--- config.mk ---
export PLATFORM = sky130hd
export DESIGN_NAME = dcache_assoc_flat
export DESIGN_NICKNAME = d
export VERILOG_FILES = /design/src/rtl/dcache_assoc.sv /design/src/rtl/dcache_assoc_if.sv /design/src/flat_wrapper.sv
export SDC_FILE = /design/constraint.sdc
export NUM_CORES = 2
export LEC_CHECK = 0
export BUFFER_PORTS_ARGS = -buffer_cell sky130_fd_sc_hd__clkbuf_2
export CORE_UTILIZATION = 61
export DETAILED_ROUTE_END_ITERATION = 16
export HOLD_SLACK_MARGIN = 0.02
export PLACE_DENSITY = 0.87
export SYNTH_ARGS = -nofsm -noshare
export SYNTH_HDL_FRONTEND = slang
export SYNTH_SLANG_ARGS = --single-unit
--- constraint.sdc ---
create_clock -name CLK -period 5.7 [get_ports CLK]
set_clock_uncertainty 0.15 [all_clocks]
set_input_delay 0 -clock CLK [delete_from_list [all_inputs] [get_ports CLK]]
set_output_delay 0 -clock CLK [all_outputs]
set_load 0.005 [all_outputs]
--- src/rtl/dcache_assoc.sv ---
// N-way set-associative write-back/write-allocate data cache with halt-time flush.
// Hits complete in the request cycle; misses and the flush stall on dwait one word at a time.
package cpu_types_pkg;
    typedef logic [31:0] word_t;
endpackage

module dcache_assoc
    import cpu_types_pkg::*;
#(
    parameter int          SETS        = 8,
    parameter int          WAYS        = 2,
    parameter int          BLKWORDS    = 2,
    parameter logic [31:0] HITCNT_ADDR = 32'h3100
) (
    input  logic           CLK,
    input  logic           RST,
    dcache_assoc_if.slave  bus
);
    localparam int OW = $clog2(BLKWORDS);
    localparam int IW = $clog2(SETS);
    localparam int TW = 30 - OW - IW;
    localparam int KW = (OW > 0) ? OW : 1;
    localparam int VW = (WAYS > 1) ? $clog2(WAYS) : 1;
    localparam logic [KW-1:0] K_LAST = KW'(BLKWORDS - 1);
    localparam logic [VW-1:0] W_LAST = VW'(WAYS - 1);
    localparam logic [IW-1:0] S_LAST = IW'(SETS - 1);

    typedef enum logic [2:0] {IDLE, WB, FETCH, FLUSH, HITCNT, DONE} state_t;

    state_t state, nstate;

    logic          valid_q [SETS][WAYS];
    logic          dirty_q [SETS][WAYS];
    logic [TW-1:0] tag_q   [SETS][WAYS];
    word_t         data_q  [SETS][WAYS][BLKWORDS];
    logic [VW-1:0] vptr_q  [SETS];

    word_t         hitcnt_q;
    logic [KW-1:0] k_q;
    logic [VW-1:0] vic_q;
    logic [IW-1:0] mi_q;
    logic [TW-1:0] mt_q;
    logic [IW-1:0] fs_q;
    logic [VW-1:0] fw_q;

    logic [29:0]   wa;
    logic [IW-1:0] r_idx;
    logic [KW-1:0] r_off;
    logic [TW-1:0] r_tag;
    logic          unused_bits;

    assign wa          = bus.dmemaddr[31:2];
    assign r_idx       = IW'(wa >> OW);
    assign r_off       = KW'(wa & 30'(BLKWORDS - 1));
    assign r_tag       = TW'(wa >> (OW + IW));
    assign unused_bits = ^bus.dmemaddr[1:0];

    function automatic word_t mk_addr(input logic [TW-1:0] t, input logic [IW-1:0] s,
                                      input logic [KW-1:0] k);
        logic [29:0] w;
        w = (30'(t) << (OW + IW)) | (30'(s) << OW) | 30'(k);
        return {w, 2'b00};
    endfunction

    logic          hit;
    logic [VW-1:0] hit_way;
    logic [VW-1:0] vic_sel;

    always_comb begin
        hit     = 1'b0;
        hit_way = '0;
        for (int w = 0; w < WAYS; w++) begin
            if (valid_q[r_idx][w] && tag_q[r_idx][w] == r_tag) begin
                hit     = 1'b1;
                hit_way = VW'(w);
            end
        end
    end

    // Descending scan so the lowest-numbered invalid way is the one left standing.
    always_comb begin
        vic_sel = vptr_q[r_idx];
        for (int w = WAYS - 1; w >= 0; w--) begin
            if (!valid_q[r_idx][w]) vic_sel = VW'(w);
        end
    end

    logic req, serve, fl_dirty, fl_step, k_last;

    assign req      = bus.dmemREN | bus.dmemWEN;
    assign serve    = (state == IDLE) && !bus.halt && req && hit;
    assign fl_dirty = valid_q[fs_q][fw_q] && dirty_q[fs_q][fw_q];
    assign k_last   = (k_q == K_LAST);
    assign fl_step  = !fl_dirty || (!bus.dwait && k_last);

    always_ff @(posedge CLK) begin
        if (RST) state <= IDLE;
        else     state <= nstate;
    end

    always_comb begin
        nstate = state;
        case (state)
            IDLE: begin
                if (bus.halt)
                    nstate = FLUSH;
                else if (req && !hit)
                    nstate = (valid_q[r_idx][vic_sel] && dirty_q[r_idx][vic_sel]) ? WB : FETCH;
            end
            WB:     if (!bus.dwait && k_last) nstate = FETCH;
            FETCH:  if (!bus.dwait && k_last) nstate = IDLE;
            FLUSH:  if (fl_step && fw_q == W_LAST && fs_q == S_LAST) nstate = HITCNT;
            HITCNT: if (!bus.dwait) nstate = DONE;
            DONE:   nstate = DONE;
            default: nstate = IDLE;
        endcase
    end

    logic  dhit, flushed, dren, dwen;
    word_t dmemload, daddr, dstore;

    always_comb begin
        dhit     = 1'b0;
        flushed  = 1'b0;
        dren     = 1'b0;
        dwen     = 1'b0;
        dmemload = '0;
        daddr    = '0;
        dstore   = '0;
        case (state)
            IDLE: begin
                dhit     = serve;
                dmemload = serve ? data_q[r_idx][hit_way][r_off] : '0;
            end
            WB: begin
                dwen   = 1'b1;
                daddr  = mk_addr(tag_q[mi_q][vic_q], mi_q, k_q);
                dstore = data_q[mi_q][vic_q][k_q];
            end
            FETCH: begin
                dren  = 1'b1;
                daddr = mk_addr(mt_q, mi_q, k_q);
            end
            FLUSH: begin
                if (fl_dirty) begin
                    dwen   = 1'b1;
                    daddr  = mk_addr(tag_q[fs_q][fw_q], fs_q, k_q);
                    dstore = data_q[fs_q][fw_q][k_q];
                end
            end
            HITCNT: begin
                dwen   = 1'b1;
                daddr  = HITCNT_ADDR;
                dstore = hitcnt_q;
            end
            DONE:    flushed = 1'b1;
            default: ;
        endcase
    end

    assign bus.dhit     = dhit;
    assign bus.flushed  = flushed;
    assign bus.dREN     = dren;
    assign bus.dWEN     = dwen;
    assign bus.dmemload = dmemload;
    assign bus.daddr    = daddr;
    assign bus.dstore   = dstore;

    always_ff @(posedge CLK) begin
        if (RST) begin
            hitcnt_q <= '0;
            k_q      <= '0;
            vic_q    <= '0;
            mi_q     <= '0;
            mt_q     <= '0;
            fs_q     <= '0;
            fw_q     <= '0;
            for (int s = 0; s < SETS; s++) begin
                vptr_q[s] <= '0;
                for (int w = 0; w < WAYS; w++) begin
                    valid_q[s][w] <= 1'b0;
                    dirty_q[s][w] <= 1'b0;
                end
            end
        end else begin
            if (serve) hitcnt_q <= hitcnt_q + 32'd1;
            if (serve && bus.dmemWEN) dirty_q[r_idx][hit_way] <= 1'b1;
            case (state)
                IDLE: begin
                    k_q <= '0;
                    if (bus.halt) begin
                        fs_q <= '0;
                        fw_q <= '0;
                    end else if (req && !hit) begin
                        vic_q <= vic_sel;
                        mi_q  <= r_idx;
                        mt_q  <= r_tag;
                    end
                end
                WB: begin
                    if (!bus.dwait) k_q <= k_last ? '0 : k_q + 1'b1;
                end
                FETCH: begin
                    if (!bus.dwait) begin
                        k_q <= k_last ? '0 : k_q + 1'b1;
                        if (k_last) begin
                            valid_q[mi_q][vic_q] <= 1'b1;
                            dirty_q[mi_q][vic_q] <= 1'b0;
                            tag_q[mi_q][vic_q]   <= mt_q;
                            vptr_q[mi_q]         <= (vic_q == W_LAST) ? '0 : vic_q + 1'b1;
                        end
                    end
                end
                FLUSH: begin
                    if (fl_dirty && !bus.dwait) begin
                        k_q <= k_last ? '0 : k_q + 1'b1;
                        if (k_last) dirty_q[fs_q][fw_q] <= 1'b0;
                    end
                    if (fl_step) begin
                        if (fw_q == W_LAST) begin
                            fw_q <= '0;
                            fs_q <= fs_q + 1'b1;
                        end else begin
                            fw_q <= fw_q + 1'b1;
                        end
                    end
                end
                default: ;
            endcase
        end
    end

    // Block data carries no reset; valid bits gate every use of it.
    always_ff @(posedge CLK) begin
        if (!RST) begin
            if (serve && bus.dmemWEN)
                data_q[r_idx][hit_way][r_off] <= bus.dmemstore;
            if (state == FETCH && !bus.dwait)
                data_q[mi_q][vic_q][k_q] <= bus.dload;
        end
    end
endmodule

--- src/rtl/dcache_assoc_if.sv ---
// Datapath-side and memory-side signals of the data cache. The datapath and memory
// environment drive through master; the cache connects through slave.
interface dcache_assoc_if;
    logic        dmemREN;
    logic        dmemWEN;
    logic [31:0] dmemaddr;
    logic [31:0] dmemstore;
    logic        halt;
    logic        dhit;
    logic [31:0] dmemload;
    logic        flushed;
    logic        dREN;
    logic        dWEN;
    logic [31:0] daddr;
    logic [31:0] dstore;
    logic [31:0] dload;
    logic        dwait;

    modport master (
        output dmemREN, dmemWEN, dmemaddr, dmemstore, halt, dload, dwait,
        input  dhit, dmemload, flushed, dREN, dWEN, daddr, dstore
    );

    modport slave (
        input  dmemREN, dmemWEN, dmemaddr, dmemstore, halt, dload, dwait,
        output dhit, dmemload, flushed, dREN, dWEN, daddr, dstore
    );
endinterface

--- src/flat_wrapper.sv ---
// flat-port wrapper written by rule: the top's interface ports become plain ports
module dcache_assoc_flat import cpu_types_pkg::*;
#(
    parameter int          SETS        = 8,
    parameter int          WAYS        = 2,
    parameter int          BLKWORDS    = 2,
    parameter logic [31:0] HITCNT_ADDR = 32'h3100
)
  (CLK, RST, bus_dmemREN, bus_dmemWEN, bus_dmemaddr, bus_dmemstore, bus_halt, bus_dload, bus_dwait, bus_dhit, bus_dmemload, bus_flushed, bus_dREN, bus_dWEN, bus_daddr, bus_dstore);
  dcache_assoc_if bus_i ();
  input  logic CLK;
  input  logic RST;
  input wire logic [$bits(bus_i.dmemREN)-1:0] bus_dmemREN;
  input wire logic [$bits(bus_i.dmemWEN)-1:0] bus_dmemWEN;
  input wire logic [$bits(bus_i.dmemaddr)-1:0] bus_dmemaddr;
  input wire logic [$bits(bus_i.dmemstore)-1:0] bus_dmemstore;
  input wire logic [$bits(bus_i.halt)-1:0] bus_halt;
  input wire logic [$bits(bus_i.dload)-1:0] bus_dload;
  input wire logic [$bits(bus_i.dwait)-1:0] bus_dwait;
  output wire logic [$bits(bus_i.dhit)-1:0] bus_dhit;
  output wire logic [$bits(bus_i.dmemload)-1:0] bus_dmemload;
  output wire logic [$bits(bus_i.flushed)-1:0] bus_flushed;
  output wire logic [$bits(bus_i.dREN)-1:0] bus_dREN;
  output wire logic [$bits(bus_i.dWEN)-1:0] bus_dWEN;
  output wire logic [$bits(bus_i.daddr)-1:0] bus_daddr;
  output wire logic [$bits(bus_i.dstore)-1:0] bus_dstore;
  assign bus_i.dmemREN = bus_dmemREN;
  assign bus_i.dmemWEN = bus_dmemWEN;
  assign bus_i.dmemaddr = bus_dmemaddr;
  assign bus_i.dmemstore = bus_dmemstore;
  assign bus_i.halt = bus_halt;
  assign bus_i.dload = bus_dload;
  assign bus_i.dwait = bus_dwait;
  assign bus_dhit = bus_i.dhit;
  assign bus_dmemload = bus_i.dmemload;
  assign bus_flushed = bus_i.flushed;
  assign bus_dREN = bus_i.dREN;
  assign bus_dWEN = bus_i.dWEN;
  assign bus_daddr = bus_i.daddr;
  assign bus_dstore = bus_i.dstore;
  dcache_assoc #(.SETS(SETS), .WAYS(WAYS), .BLKWORDS(BLKWORDS), .HITCNT_ADDR(HITCNT_ADDR)) u_core (.CLK(CLK), .RST(RST), .bus(bus_i));
endmodule
==> impl_results.md <==
- Status: finished, violations left
- Failing checks: negative setup slack
- Largest net degree at the start of global routing: 149
- Hold Path Class: primary input to flop
- Top post-synthesis cells by area: edfxtp_1 (52%), mux4_2 (33%), mux2i_1 (4.5%)
- Worst VDD drop: 0.320 mV
- Synth unique cells: 62
- DRC: 0
- Root buf cell: clkbuf_16
- RSZ-0062 raised after global routing: false
- Postcts setup bufs: 0
- Critical path peak fanout: 31
- Die Span X: 375 µm
- Post-synth top area cell: edfxtp_1
- First-pass GRT wire length: 392000 µm
- Max Freq: 0.172 GHz
- Initial DRC count: 10300
- Final worst-path cycle share: 102%
- Area Overhead vs Synth: 12.3%
- Num ports: 202
- Fin util: 69.1%
- Post-synth EDFFs: 1464
- Mean Syn Cell Area: 19.0 µm²
- Commonest register cell after synthesis: edfxtp_1
- Routed vias/inst: 8.39
- Latest clock arrival within the worst-skew pair: 0.82 ns
- Starting Density: 61.6%
- Antenna violations before repair: 6
- LEAKAGE: 30.3 nW
- Port Buffers: 197
- Async SR Flop Fraction: 0%
- Ys Warns: 0
- Post-route ant nets: 0
- Routability cong.: 0.940
- Hold WS: 0.178 ns
- Worst slew pin tran: 1.22 ns
- Required time of the critical path: 5.55 ns
- Row cnt: 136
- Clk slew on worst S/H paths: 0.06 ns
- Post-DP Area: 88600 µm²
- Max Slew Vio Count: 0
- Total track usage: 39.2%
- Vias in the first global route: 56200
- Post-synth top area share: 51.9%
- Final WL: 273000 µm
- Placeable Area: 138000 µm²
- Synthesized flop and latch total: 1556
- Cell area after layout: 95200 µm²
- Clk buf depth: 3
- Ratio of cells with drive above 1 in the final layout: 40.6%
- # clock sinks: 1556
- Most frequent cells in the layout: edfxtp_1 (1464), mux4_2 (1239), mux2i_1 (385)
- Final Hold Viols: 0
- Crit Path Class: flop to output port
- Final-report setup violation count: 6
- CP max stage delay: 0.78 ns
- Routed length per instance: 41.0 µm
- Worst path top cell family by delay: buffers and inverters
- DRT Pass-1 Iters: 9
- Final WS setup: -0.0985 ns
- Worst setup EP type: output port
- CTS tree: built
- Worst Setup Start Kind: flop
- Fin crit period: 5.80 ns
- Full die area: 140000 µm²
- Total Nets Final: 4833
- Die Y-Extent: 375 µm
- Gr ovfl total: 0
- CTS buffer count: 162
- Tot Pwr: 28.5 mW
- Post-DP HPWL: 148000 µm
- Buffers and inverters on the worst path: 3
- Max stage delay cell, worst path: buf_4
- CP arrival: 5.65 ns
- Max_cap viols: 0
- CP cell instances: mux4_2, mux2i_1, xor2_1, nand4_1, nor4b_1, nand4_1, buf_4, a211oi_4, buf_4, a22o_1, clkbuf_2
- Gate Count Post-Synth: 4455
- PwrDens: 299 nW/µm²
- H-Tree Depth: 4
- Max_slew headroom: 18.2%
- Synth Cell Area: 84800 µm²
- Vias: 55900
- Post-synthesis sequential area ratio: 54.0%
- Most common cell after layout, fill and taps aside: edfxtp_1
-- tightest hold or removal path: stages --
cell      delay, ns
clkbuf_2       0.30
nor3_1         0.10
a21oi_1        0.12
buf_4          0.27
nor2_4         0.15
-- cells by family after synthesis --
family | after synthesis | synth area share [%]
flops | 1556 | 54.0
fa+ha+maj | 3 | 0.0443
buf+inv | 412 | 2.01
simple gates | 450 | 2.68
other cells | 1 | 0.00442
xor+xnor | 39 | 0.403
compound gates | 310 | 2.57
mux | 1684 | 38.3
-- through the flow --
step / cells / setup slack (ns) / TNS (ns)
3_3_place_gp: 6209 / 0.555 / 0
3_5_place_dp: 6209 / 0.467 / 0
5_1_grt: 6651 / 0.00284 / 0
2_1_floorplan: 4456 / 0.689 / 0
6_report: 6657 / -0.0985 / -0.301
4_1_cts: 6651 / 0.128 / 0
-- power by group --
part	switching, mW	internal (mW)
clock network	4.67	5.81
registers	0.327	12.9
logic	2.66	2.17
total	7.66	20.8
-- registers in the layout (all words and copies together) (netlist names), named ones only --
| signal | count |
|---|---|
| u_core.dirty_q | 16 |
| u_core.k_last | 1 |
| u_core.valid_q | 16 |
| u_core.vic_q | 1 |
| u_core.fs_q | 3 |
| u_core.mt_q | 26 |
| u_core.vptr_q | 8 |
| u_core.data_q | 1024 |
| u_core.state | 3 |
| u_core.tag_q | 416 |
| u_core.mi_q | 3 |
| u_core.fw_q | 1 |
| u_core.hitcnt_q | 32 |
-- final timing paths --
path	start	endpoint	slack (ns)	cells after the start
max	u_core.tag_q[7][44]$_DFFE_PP_	bus_dmemload[14]	-0.1	11
min	bus_dmemaddr[2]	u_core.data_q[7][32]$_DFFE_PP_	0.18	5
max reg2reg	u_core.tag_q[4][18]$_DFFE_PP_	u_core.mt_q[7]$_SDFFE_PP0N_	0.18	12
min reg2reg	u_core.valid_q[6][0]$_DFF_P_	u_core.valid_q[6][0]$_DFF_P_	0.34	1
-- layout make-up --
type | instances | area (µm²)
Sequential cell | 1556 | 45800
Tap cell | 1794 | 2240
Multi-Input combinational cell | 2488 | 37700
Timing Repair Buffer | 508 | 4240
Clock buffer | 221 | 4400
Antenna cell | 6 | 15.0
Fill cell | 7845 | 42500
Inverter | 12 | 45.0
Clock inverter | 72 | 722
-- metal layers --
metal / GRT usage (%) / vias to the layer above / wire length (µm)
met1: 48.9 / 27900 / 81900
met5: 0 / - / 59
met2: 59.0 / 6157 / 125000
met4: 26.9 / 10 / 23700
li1: - / 20100 / -
met3: 12.5 / 1616 / 42600
-- cells in the mapped netlist, types with 9 or more instances --
cell         n
nor3_1      32
a22oi_1     27
nand3_1     26
nand2b_1    16
or2_2       21
mux2i_1    385
inv_1       10
mux2_2      60
buf_4       12
nand2_1     63
and3_1       9
nand4_1     23
a221o_1     24
nor2b_1     46
edfxtp_1  1464
a21o_1      18
a22o_1      39
clkbuf_1   236
mux4_2    1239
nor2_1     153
or3_1        9
xor2_1      35
a21oi_1     52
dfxtp_1     92
o311ai_0    14
buf_2       63
o41ai_1     15
buf_1       84
o21ai_0     75
-- repair_timing --
| action | in CTS | in global routing |
|---|---|---|
| resized for setup | 0 | 1 |
| hold endpoints to repair | 1112 | 0 |
| hold buffers | 149 | 0 |
| setup endpoints to repair | 0 | 21 |
Note: power is estimated with default switching activity, not from simulation.
